### src/rtl/interrupt_ctrl.sv
// Machine-mode trap sequencer: arbitrates mret/ecall/ebreak/interrupts in execute,
// strobes csrfile cause/epc/mstatus updates and redirects/flushes the pipeline.
module interrupt_ctrl #(
  parameter int ADDR_WIDTH = 32,
  parameter int DATA_WIDTH = 32
) (
  input  logic                  clk_in,
  input  logic                  reset_in,
  input  logic                  inst_valid_in,
  input  logic [ADDR_WIDTH-1:0] inst_addr_in,
  input  logic                  ecall_in,
  input  logic                  ebreak_in,
  input  logic                  mret_in,
  input  logic                  mstatus_mie_in,
  input  logic                  mip_meip_in,
  input  logic                  mip_msip_in,
  input  logic                  mip_mtip_in,
  input  logic                  mie_meie_in,
  input  logic                  mie_msie_in,
  input  logic                  mie_mtie_in,
  input  logic [DATA_WIDTH-1:0] mtvec_in,
  input  logic [ADDR_WIDTH-1:0] mepc_in,
  output logic                  interrupt_type_out,
  output logic                  cause_we_out,
  output logic [3:0]            trap_cause_out,
  output logic                  epc_we_out,
  output logic [ADDR_WIDTH-1:0] epc_out,
  output logic                  mstatus_ie_clear_out,
  output logic                  mstatus_ie_set_out,
  output logic                  stall_out,
  output logic                  flush_out,
  output logic                  redirect_valid_out,
  output logic [ADDR_WIDTH-1:0] redirect_pc_out
);

  typedef enum logic [1:0] {
    IDLE      = 2'b00,
    TRAP_SAVE = 2'b01,
    TRAP_JUMP = 2'b10,
    MRET_JUMP = 2'b11
  } state_e;

  state_e                  state_q, state_d;
  logic [3:0]              cause_q, cause_d;
  logic                    type_q, type_d;
  logic [ADDR_WIDTH-1:0]   epc_q, epc_d;
  logic [ADDR_WIDTH-1:0]   rpc_q, rpc_d;

  logic                    mei_s, msi_s, mti_s;
  logic                    mret_s, trap_s;
  logic [3:0]              det_cause_s;
  logic                    det_type_s;
  logic [DATA_WIDTH-1:0]   mtvec_base_s;
  logic [ADDR_WIDTH-1:0]   base_s, trap_pc_s, jump_pc_s;

  // Event qualification and fixed-priority cause selection
  always_comb begin
    mei_s       = mstatus_mie_in & mip_meip_in & mie_meie_in;
    msi_s       = mstatus_mie_in & mip_msip_in & mie_msie_in;
    mti_s       = mstatus_mie_in & mip_mtip_in & mie_mtie_in;
    mret_s      = inst_valid_in & mret_in;
    trap_s      = inst_valid_in & ~mret_in & (ecall_in | ebreak_in | mei_s | msi_s | mti_s);
    det_cause_s = 4'd0;
    det_type_s  = 1'b0;
    if (ecall_in) begin
      det_cause_s = 4'd11;
      det_type_s  = 1'b0;
    end else if (ebreak_in) begin
      det_cause_s = 4'd3;
      det_type_s  = 1'b0;
    end else if (mei_s) begin
      det_cause_s = 4'd11;
      det_type_s  = 1'b1;
    end else if (msi_s) begin
      det_cause_s = 4'd3;
      det_type_s  = 1'b1;
    end else if (mti_s) begin
      det_cause_s = 4'd7;
      det_type_s  = 1'b1;
    end else begin
      det_cause_s = 4'd0;
      det_type_s  = 1'b0;
    end
  end

  // Jump target: mtvec is read live in TRAP_JUMP, after csrfile has absorbed the save strobes
  always_comb begin
    mtvec_base_s = mtvec_in & ~DATA_WIDTH'(2'b11);
    base_s       = ADDR_WIDTH'(mtvec_base_s);
    if ((mtvec_in[1:0] == 2'b01) && type_q) begin
      trap_pc_s = base_s + ADDR_WIDTH'({cause_q, 2'b00});
    end else begin
      trap_pc_s = base_s;
    end
    case (state_q)
      TRAP_JUMP: jump_pc_s = trap_pc_s;
      MRET_JUMP: jump_pc_s = mepc_in;
      default:   jump_pc_s = rpc_q;
    endcase
  end

  // Next-state and latched trap context
  always_comb begin
    state_d = state_q;
    cause_d = cause_q;
    type_d  = type_q;
    epc_d   = epc_q;
    rpc_d   = rpc_q;
    case (state_q)
      IDLE: begin
        if (mret_s) begin
          state_d = MRET_JUMP;
        end else if (trap_s) begin
          state_d = TRAP_SAVE;
          cause_d = det_cause_s;
          type_d  = det_type_s;
          epc_d   = inst_addr_in & ~ADDR_WIDTH'(2'b11);
        end else begin
          state_d = IDLE;
        end
      end
      TRAP_SAVE: state_d = TRAP_JUMP;
      TRAP_JUMP: begin
        state_d = IDLE;
        rpc_d   = jump_pc_s;
      end
      MRET_JUMP: begin
        state_d = IDLE;
        rpc_d   = jump_pc_s;
      end
      default: state_d = IDLE;
    endcase
  end

  // State and context registers
  always_ff @(posedge clk_in or negedge reset_in) begin
    if (!reset_in) begin
      state_q <= IDLE;
      cause_q <= 4'd0;
      type_q  <= 1'b0;
      epc_q   <= '0;
      rpc_q   <= '0;
    end else begin
      state_q <= state_d;
      cause_q <= cause_d;
      type_q  <= type_d;
      epc_q   <= epc_d;
      rpc_q   <= rpc_d;
    end
  end

  assign interrupt_type_out   = type_q;
  assign trap_cause_out       = cause_q;
  assign epc_out              = epc_q;
  assign cause_we_out         = (state_q == TRAP_SAVE);
  assign epc_we_out           = (state_q == TRAP_SAVE);
  assign mstatus_ie_clear_out = (state_q == TRAP_SAVE);
  assign mstatus_ie_set_out   = (state_q == MRET_JUMP);
  assign redirect_valid_out   = (state_q == TRAP_JUMP) | (state_q == MRET_JUMP);
  assign flush_out            = (state_q == TRAP_JUMP) | (state_q == MRET_JUMP);
  assign redirect_pc_out      = jump_pc_s;
  // Gated by reset so the combinational stall also reads 0 while reset is held
  assign stall_out            = reset_in & ((state_q != IDLE) | mret_s | trap_s);

endmodule

### config.mk
export PLATFORM = sky130hd
export DESIGN_NAME = interrupt_ctrl
export DESIGN_NICKNAME = d
export VERILOG_FILES = /design/src/rtl/interrupt_ctrl.sv
export SDC_FILE = /design/constraint.sdc
export NUM_CORES = 1
export LEC_CHECK = 0
export BUFFER_PORTS_ARGS = -buffer_cell sky130_fd_sc_hd__clkbuf_2
export CORE_ASPECT_RATIO = 0.7
export CORE_MARGIN = 5
export CORE_UTILIZATION = 50
export CTS_BUF_LIST = sky130_fd_sc_hd__clkbuf_16
export DETAILED_ROUTE_END_ITERATION = 10
export PLACE_DENSITY = 0.86
export SLEW_MARGIN = 10
export SYNTH_ARGS = -nofsm -noshare
export SYNTH_HDL_FRONTEND = slang
export SYNTH_SLANG_ARGS = --single-unit
### constraint.sdc
create_clock -name clk_in -period 4.2 [get_ports clk_in]
set_input_delay 0.21 -clock clk_in [delete_from_list [all_inputs] [get_ports clk_in]]
set_output_delay 0.21 -clock clk_in [all_outputs]
set_load 0.02 [all_outputs]
After elaboration in Yosys (flattened, before gate mapping)
Cells that the tools add are included.

$add $sub $neg: 1. Bitwise operators: 19. Equality and inequality tests: 4. Multiplexer cells: 15. Reduce and logical (&&, ||, !) cells: 5.

Operators by type and width (count): one-hot mux 32 bit (2 select lines) (1); adder 32 x 6 -> 32 bit (1); two-way mux 32 bit (1); two-way mux 4 bit (3); bitwise AND 1 bit (10); OR 1 bit (7); two-way mux 1 bit (6); two-way mux 3 bit (2); one-hot mux 2 bit (3 select lines) (1); equality test 2 x 1 -> 1 bit, second input constant (2); equality test 2 bit, second input constant (2); AND reduction 3 bit (1); zero test 2 bit (1); two-way mux 2 bit (1); NOT 1 bit (2); nonzero test 2 bit (1); OR reduction 2 bit (1); logical AND 1 bit (1).

Register bits: 69. Word-level logic and storage cells: 49. Input port bits: 109.

Depth between registers and ports, before layout
Gate-level depths: netlist of run 1.

Depth in word-level cells: 9. Depth in mapped cells: 9. Depth with buffers taken out: 9.

Worst setup path after synthesis of run 1
No wires, ideal clock.

Kind: reg-to-output. From: register cause_q[1], in the netlist trap_cause_out[1]. To: output port redirect_pc_out[22]. Slack: 1.600 ns. Path buffers: 0. Data arrival time: 2.390 ns. Stages on the path, launching flop included: 10. Cells stage by stage: dfrtp_1 -> ha_1 -> inv_1 -> fa_1 -> and2b_2 -> o21a_1 -> or2_2 -> nand4_1 -> xor2_1 -> o21ai_0.

Longest elaborated chain between the ends: 3.

RTL lines: start, declared (line 44) `logic [3:0] cause_q, cause_d;`; start signal, assigned (line 145) `cause_q <= cause_d;`; adder 32 x 6 -> 32 bit (line 91) `trap_pc_s = base_s + ADDR_WIDTH'({cause_q, 2'b00});`; two-way mux 32 bit (line 90) `if ((mtvec_in[1:0] == 2'b01) && type_q) begin`; one-hot mux 32 bit (2 select lines) (line 95) `case (state_q)`; end, declared (line 33) `output logic [ADDR_WIDTH-1:0] redirect_pc_out`.

No other way between the ends.

Final worst setup path of run 1
From: register state_q[1]. To: output port redirect_pc_out[23].

Longest elaborated chain between the ends: 2. Elaborated cells between the ends (all ways): 3. Those cells by class: eq/ne (2); mux (1).

RTL lines: start, declared (line 43) `state_e state_q, state_d;`; start signal, assigned (line 144) `state_q <= state_d;`; equality test 2 bit (line 95); one-hot mux 32 bit (2 select lines) * (line 95).

Every way passes the cells marked *; elsewhere a longest branch is shown, timed or not.

==> impl_metrics.toml, run 1 <==
[die]
rows = 26
die_y_microns = 82.1
dieArea_sq_um = 9270
start_util_pct = 51.1
die_x_microns = 113
core-area_sq_um = 7250
io_pins = 185

[clock_network]
post_cts_buffers = 0
clock-sinks = 68
clk_latency_ps = 330
cts_hold_buf = 0
cts_resized = 0
cts_max_level = 3
clockBufferDepth = 2
cts_tree = "yes"
root_buffer = "clkbuf_16"
clk_pin_slew_ps = 60
cts_buffers = 9

[pwr]
max-vdd-ir-drop_mv = 0.385
power_density_nw_per_um2 = 583
power.leakage_nw = 2.37

[drt]
ant_nets = 0
drc_errors = 0
drtIter0Drc = 177
viasPerCell = 5.50
post_drt_wl_per_cell_microns = 17.5
dr.pass1.iters = 5
routed_wl_microns = 11100
vias = 3506

[sta]
drv_slew = 0
fin_setup_tns_ps = 0
rsz0062_at_grt = "no"
fin_skew_ps = 7.52
hold_viol = 0
fmax_mhz = 318
period_needed_ps = 3150
setup_viol = 0
worst_hold_slack_ps = 111
max_slew.worst_pin.slew_ps = 1220
slew_headroom_pct = 18.7
period_share_pct = 74.9

[synth]
yosysWarningCount = 0
syn_inst = 363
ys_ff_latch = 68
synthArstFlopShare_pct = 100
synth_area_per_cell_sq_um = 10.2
synth_cell_types = 52
seq_area_frac_synth_pct = 45.9
synth_flop_cell = "dfrtp_1"
synth_area_sq_um = 3710
synth-edff-count = 0

[final_layout]
layout_commonest_cell = "clkbuf_2"
nFillCells = 581
n_antenna_cell = 0
area.growth.synth_to_final_pct = 33.6
drive_gt1_share_pct = 45.3
final_cells = 637
final_cell_mix = "clkbuf_2 (179), dfrtp_1 (68), o21ai_0 (47), mux2_2 (34), nor2_1 (30)"
fin_nets = 648

[global_route]
antenna_found_initial = 0
grt_pass1_wl_microns = 17200
grt_pass1_vias = 3539
grt-ovfl-total = 0
grt_max_degree = 69
grt_usage_pct = 23.8

[worst_setup_path]
r2r_start = "trap_cause_out[1]"
cp_max_fo = 31
path_class = "reg -> out"
cp-end-kind = "output port"
start_kind = "flip-flop"
critPathRequiredTime_ps = 3990
arrival_ps = 2940
r2r_slack_ps = 1670
worst-r2r-cell-count = 9
r2r_end = "rpc_q[20]"

[place]
place.gp.congestion = 0.857
portBuffers = 180
hpwl_microns = 8510
dp.cells = 621

[min_path]
min_to = "epc_out[28]"
hp-class = "in -> reg"
hold_depth = 2
worstHoldStart = "inst_addr_in[28]"

[flow_run]
maxCapViolCount = 0

[status]
status = "completed"
[worst max path at each step]
stage                            startpoint             endpoint  slack [ps]  cells past startpoint
after floorplan           trap_cause_out[1]  redirect_pc_out[22]        1600                      9
after global placement           state_q[1]  redirect_pc_out[26]        1450                      5
after detailed placement         state_q[1]  redirect_pc_out[23]        1420                      5
after CTS                        state_q[1]  redirect_pc_out[23]        1070                      5
after global routing             state_q[1]  redirect_pc_out[22]         840                      5
final                            state_q[1]  redirect_pc_out[23]        1050                      5
[cell usage after synthesis (3+ instances only)]
cell	count	share of area (%)
nand3_1	10	1.3
clkbuf_1	13	1.3
o2bb2ai_1	4	0.94
nand4_1	5	0.84
a221o_1	6	1.6
nor2_1	31	3.1
nand2_1	15	1.5
dfrtp_1	68	46
xor2_1	10	2.4
ha_1	4	1.3
nor3_1	5	0.67
o21ai_0	47	6.3
a21oi_1	11	1.5
a22o_1	5	1.2
inv_1	9	0.91
a22oi_1	20	4.0
buf_2	4	0.54
xnor2_1	13	3.1
mux2_2	34	10
buf_4	6	1.2
nand4b_1	3	0.71
[registers in the layout, indices dropped and copies added (netlist names)]
signal,cells
rpc_q,32
epc_out,30
trap_cause_out,3
state_q,2
interrupt_type_out,1
[report_power, final]
group / internal (mW) / total, mW / leakage, nW / switching, mW
clock: 0.462 / 0.756 / 0.142 / 0.293
combinational: 0.436 / 1.13 / 1.41 / 0.690
sequential: 0.881 / 1.01 / 0.818 / 0.128
total: 1.78 / 2.89 / 2.37 / 1.11
[kinds of logic after synthesis]
kind of cell / after synthesis / share of synthesized area (%)
XOR/XNOR: 23 / 5.43
multiplexers: 36 / 10.9
AND/OR/NAND/NOR: 88 / 12.6
other: 1 / 0.101
buffers and inverters: 33 / 4.08
adder cells (fa/ha/maj): 5 / 1.89
AO/OA/AOI/OAI: 109 / 19.2
flip-flops: 68 / 45.9
[layout make-up]
cell class	instances	area, sq um	share of cell area (%)
Clock inverter	7	76.3	1.54
Multi-Input combinational cell	263	1880	37.9
Inverter	10	37.5	0.757
Timing Repair Buffer	182	916	18.5
Sequential cell	68	1700	34.3
Clock buffer	9	225	4.54
Tap cell	98	123	2.47
[routing by layer]
layer / track usage [%] / up-vias / share of wire, %
met5: 0 / - / 0
met4: 6.96 / 0 / 1.4
met3: 8.54 / 12 / 9.7
met2: 41.0 / 148 / 49
met1: 28.5 / 1681 / 40
li1: - / 1665 / -
[per-stage QoR]
step / utilization (%) / power (mW) / setup slack (ps) / instance area, sq um
floorplan: - / 1.72 / 1600 / 3710
global placement: 64.2 / 2.10 / 1450 / 4660
detailed placement: 64.2 / 2.15 / 1420 / 4660
CTS: 68.3 / 2.91 / 1070 / 4960
global route: 68.3 / 3.06 / 836 / 4960
finish: 68.3 / 2.89 / 1050 / 4960
[worst max-delay path: stages (launching register included)]
cell      delay, ps
dfrtp_1         780
clkinv_1        220
nor2_2          970
a22oi_1         210
o21ai_0         180
clkbuf_2        220
No activity file was read; power rests on OpenSTA's default activity.
==> run 2, diff against run 1 <==
Settings changed: ABC_AREA set to 1, CORE_UTILIZATION 50 to 43, PLACE_DENSITY 0.86 to 0.77.
Clock period 4.2 ns to 2.5 ns, I/O delays scaled along.
==> impl_metrics.toml, run 2 <==
[status]
status = "completed"

[pwr]
clockPowerShare_pct = 24.6
power_density_nw_per_um2 = 853
power_mw = 4.85
power.leakage_nw = 3.17
max-vdd-ir-drop_mv = 0.514
power_switching_mw = 1.96
p_int_mw = 2.89
combPwrFrac_pct = 42.1
seqPwrFrac_pct = 33.4
swShare_pct = 40.4

[drt]
viasPerCell = 5.00
routed_wl_microns = 13200
ant_nets = 0
dr.pass1.iters = 5
drtIter0Drc = 250
drc_errors = 0
vias = 4392
post_drt_wl_per_cell_microns = 15.1

[synth]
synth_flop_cell = "dfrtp_1"
yosysTopAreaCell = "dfrtp_1"
synth_area_per_cell_sq_um = 7.49
yosysMostFrequentCell = "nand2_1"
syn_inst = 559
yosysWarningCount = 0
synth_area_leaders = "dfrtp_1 (41%), nand2_1 (14%), inv_1 (7.4%)"
synth_cell_types = 43
seq_area_frac_synth_pct = 40.6
synthArstFlopShare_pct = 100
synth-edff-count = 0
ys_ff_latch = 68
synth_common_cells = "nand2_1 (157), inv_1 (82), dfrtp_1 (68), nand3_1 (49), nor2_1 (25)"
synth_area_sq_um = 4190
synth_top_cell_area_share_pct = 40.6

[final_layout]
drive_gt1_share_pct = 36.5
nFillCells = 908
largest_reg_flops = 32
fin_nets = 859
area.growth.synth_to_final_pct = 36.0
final_cell_mix = "clkbuf_2 (161), nand2_1 (149), inv_1 (80), dfrtp_1 (68), nand3_1 (44)"
top_register = "rpc_q"
n_antenna_cell = 0
layout_commonest_cell = "clkbuf_2"

[place]
portBuffers = 180
hpwl_microns = 10100
place.gp.congestion = 0.901
dpl_worst_slack_ps = 110

[global_route]
antenna_found_initial = 0
grt_usage_pct = 22.0
grt_max_degree = 49
grt_pass1_wl_microns = 20800
grt-ovfl-total = 0
grt_pass1_vias = 4239

[clock_network]
clock-sinks = 68
clk_pin_slew_ps = 60
root_buffer = "clkbuf_16"
clockBufferDepth = 2
clk_latency_ps = 330
cts_max_level = 3
cts_tree = "yes"
cts_buffers = 9

[worst_setup_path]
start_kind = "flip-flop"
critPathRequiredTime_ps = 2380
arrival_ps = 2370
path_cells = "ha_2 > inv_2 > fa_2 > inv_2 > nand2_2 > nand2_2 > nand3_4 > nor2_4 > buf_4 > nand4_1 > nand2_1 > nand3_2 > nand2_1 > clkbuf_4"
cp-end-kind = "output port"
cpPeakStageDelay_ps = 360
critPathSlowestCell = "dfrtp_1"
path_class = "reg -> out"
cp_max_fo = 5

[sta]
fmax_mhz = 400
period_share_pct = 100
hold_viol = 0
setup_viol = 0
fin_skew_ps = 10.2
period_needed_ps = 2500
drv_slew = 0
rsz0062_at_grt = "yes"
slew_headroom_pct = 56.1
worst_hold_slack_ps = 13.8
timing.final.ws_setup_ps = 1.24
max_slew.worst_pin.slew_ps = 658

[die]
die_x_microns = 128
dieArea_sq_um = 11800
core-area_sq_um = 9610
die_y_microns = 92.6
start_util_pct = 43.6
io_pins = 185
rows = 30

[flow_run]
maxCapViolCount = 0

[min_path]
hp-class = "in -> reg"
-- run 2: cell types whose count changed after synthesis, sizes merged, moves of 11 or more --
cell	previous run	this run
nand2	15	163
inv	9	85
nand3	11	54
mux2	34	0
nand4	6	19
xnor2	13	1
buf	10	21
-- run 2: worst max-delay path, delay by kind of cell, from the launching register on --
kind          cells  cell delay (ps)
fa+ha+maj         2              540
buf+inv           4              430
flops             1              360
simple gates      8              710
-- run 2: metrics by stage --
stage / TNS (ps) / area (sq um) / cells / utilization (%)
finish: 0 / 5690 / 878 / 59.2
global route: -1870 / 5690 / 878 / 59.2
CTS: -371 / 5560 / 875 / 57.8
detailed placement: 0 / 5140 / 851 / 53.5
global placement: 0 / 5140 / 851 / 53.5
floorplan: 0 / 4190 / 560 / -
-- run 2: path summary, 6_finish.rpt --
check / start / endpoint / slack, ps / cells past startpoint
min in group asynchronous: reset_in / rpc_q[30] / 210 / 2
hold reg to reg: epc_out[17] / epc_out[17] / 480 / 2
setup reg to reg: trap_cause_out[1] / rpc_q[26] / 490 / 11
setup / recovery: trap_cause_out[1] / redirect_pc_out[30] / 1 / 14
max in group asynchronous: reset_in / rpc_q[9] / 1340 / 3
hold / removal: inst_addr_in[11] / epc_out[11] / 10 / 3
-- run 2: timing repair --
action | CTS | global route
pin swaps | 6 | 11
cloned | 1 | 1
buffers inserted | 6 | 2
resized for setup | 26 | 42
setup endpoints to repair | 12 | 25
hold buffers | 1 | 0
hold endpoints to repair | 20 | 0
-- run 2: area by class of cell --
| type | count | area (sq um) | share of cell area [%] |
|---|---|---|---|
| Clock buffer | 9 | 225 | 3.96 |
| Clock inverter | 7 | 51.3 | 0.901 |
| Inverter | 86 | 323 | 5.67 |
| Multi-Input combinational cell | 382 | 2120 | 37.2 |
| Sequential cell | 68 | 1700 | 29.9 |
| Tap cell | 128 | 160 | 2.81 |
| Timing Repair Buffer | 198 | 1110 | 19.5 |
-- run 2: cell families after synthesis --
| kind of cell | after synthesis | share of synthesized area, % |
|---|---|---|
| buffers and inverters | 111 | 12.1 |
| and+or+nand+nor | 281 | 31.2 |
| xor gates and xnor gates | 2 | 0.418 |
| adders and majority gates | 5 | 1.67 |
| AOI/OAI and AO/OA | 91 | 13.9 |
| other | 1 | 0.0896 |
| DFF | 68 | 40.6 |
-- run 2: power by group through the flow --
stage	Clock, mW	Combinational [mW]	Sequential [mW]
6_report	1.19	2.04	1.62
5_1_grt	1.25	2.24	1.66
4_1_cts	1.22	1.99	1.62
3_5_place_dp	0	1.92	1.64
3_3_place_gp	0	1.87	1.62
2_1_floorplan	0	1.04	1.82
-- run 2: layer usage --
layer  GRT usage (%)  part of all wire (%)  routed length [microns]
met1            31.3                    46                     6090
met2            34.6                    45                     5950
met3            4.38                   7.8                     1040
met4            5.12                   1.1                      143
met5               0                     0                        0
==> run 3, diff against run 2 <==
Clock period 2.5 ns to 2.2 ns, I/O delays scaled along.
==> impl_metrics.toml, run 3 (synthesis gave the netlist of run 2 again) <==
[worst_setup_path]
cp-end-kind = "output port"
arrival_ps = 2470
r2r_slack_ps = -100
critPathSlowestCell = "dfrtp_1"
worst-r2r-cell-count = 15
r2r_end = "rpc_q[19]"
critPathRequiredTime_ps = 2090
path_class = "reg -> out"
cp_max_fo = 5
startpoint = "trap_cause_out[1]"
crit_top_cell = "nand2_2"
start_kind = "flip-flop"
path_cells = "ha_4 > inv_2 > fa_2 > inv_2 > nand2_2 > nand2_2 > nand3_4 > buf_6 > nor3_4 > nand4_1 > nand3_2 > nand2_2 > buf_8"
cpPeakStageDelay_ps = 390
r2r_start = "trap_cause_out[1]"
crit_end = "redirect_pc_out[26]"

[global_route]
grt_pass1_wl_microns = 22100
gr-usage-met3_pct = 5.30
grt_max_degree = 50
antenna_found_initial = 0
grt-ovfl-total = 0
grt_usage_pct = 23.3
grt-busiest-layer = "met2"
gr-usage-met1_pct = 31.4
grt_pass1_vias = 4530
met2_usage_pct = 37.7

[place]
placed_cell_area_sq_um = 5180
dp.cells = 857
dpl_worst_slack_ps = -124
hpwl_microns = 10200
place.gp.congestion = 0.885
portBuffers = 180

[status]
failed_checks = "negative setup slack"
status = "finished, violations left"

[die]
die_x_microns = 128
die_y_microns = 92.6
core-area_sq_um = 9610
dieArea_sq_um = 11800
io_pins = 185
start_util_pct = 43.6
rows = 30

[clock_network]
clockBufferDepth = 2
clock-sinks = 68
cts_buffers = 9
cts_tree = "yes"
root_buffer = "clkbuf_16"
clk_pin_slew_ps = 60
cts_max_level = 3
clk_latency_ps = 330

[drt]
dr.pass1.iters = 5
drc_errors = 0
viasPerCell = 5.06
drtIter0Drc = 290
vias = 4598
post_drt_wl_per_cell_microns = 15.5
ant_nets = 0
routed_wl_microns = 14100

[final_layout]
fin_nets = 889
final_cell_mix = "clkbuf_2 (151), nand2_1 (136), inv_1 (79), dfrtp_1 (68), nand3_1 (34)"
drive_gt1_share_pct = 42.1
layout_commonest_cell = "clkbuf_2"
final_area_sq_um = 6410
final_cells = 908
area.growth.synth_to_final_pct = 53.1
top_register = "rpc_q"
n_antenna_cell = 0
largest_reg_flops = 32

[sta]
timing.final.ws_setup_ps = -380
max_slew.worst_pin.slew_ps = 638
slew_headroom_pct = 57.5
fmax_mhz = 388
hold_viol = 0
drv_slew = 0
setup_viol = 29
rsz0062_at_grt = "yes"
period_needed_ps = 2580
period_share_pct = 117
fin_skew_ps = 9.88

[min_path]
hp-class = "in -> reg"
hold_depth = 3

[pwr]
power.leakage_nw = 3.47
power_density_nw_per_um2 = 970
max-vdd-ir-drop_mv = 0.758

[flow_run]
maxCapViolCount = 0
==> run 3: per-layer routing <==
metal / share of wire, % / routed length (microns)
met3: 6.2 / 867
met4: 1.7 / 234
met2: 48 / 6740
met1: 44 / 6240
met5: 0 / 0
==> run 3: critical path, delay by kind of cell (launching register included) <==
family	cells	cell delay, ps
buffers and inverters	4	390
flip-flops	1	390
adder cells (fa/ha/maj)	2	550
AND/OR/NAND/NOR	7	810
==> run 3: metrics by stage <==
stage	hold WS [ps]	setup TNS, ps	util, %	total power [mW]
2_1_floorplan	-186	0	-	3.26
3_3_place_gp	4.37	-126	53.9	3.98
3_5_place_dp	4.96	-704	53.9	4.05
4_1_cts	0.181	-7120	64.3	6.10
5_1_grt	12.4	-11490	66.7	6.57
6_report	10.7	-7790	66.7	6.22
==> run 3: power breakdown <==
group	switching [mW]	leakage (nW)	internal (mW)
Combinational	1.57	2.46	1.13
Sequential	0.190	0.843	1.66
Clock	0.562	0.163	1.10
Total	2.32	3.47	3.89
==> run 3: how the worst min path moves through the flow <==
stage / startpoint / end
global route: inst_addr_in[3] / epc_out[3]
global placement: reset_in / epc_out[29]
floorplan: reset_in / epc_out[10]
detailed placement: reset_in / epc_out[31]
finish: inst_addr_in[24] / epc_out[24]
CTS: inst_addr_in[24] / epc_out[24]
==> run 3: final cells by class <==
class / count / area [sq um]
fill: 802 / 3200
multi-input combinational: 382 / 2340
sequential: 68 / 1700
timing repair buffer: 228 / 1540
inverter: 86 / 325
clock buffer: 9 / 225
tap: 128 / 160
clock inverter: 7 / 115
==> run 3: repair_timing <==
action / CTS / global route
endpoints found under the hold margin: 32 / 0
setup buffers: 15 / 5
pin swaps: 28 / 32
setup endpoints to repair: 30 / 36
gates resized for setup: 101 / 61
cloned: 1 / 0
hold buffers: 14 / 0
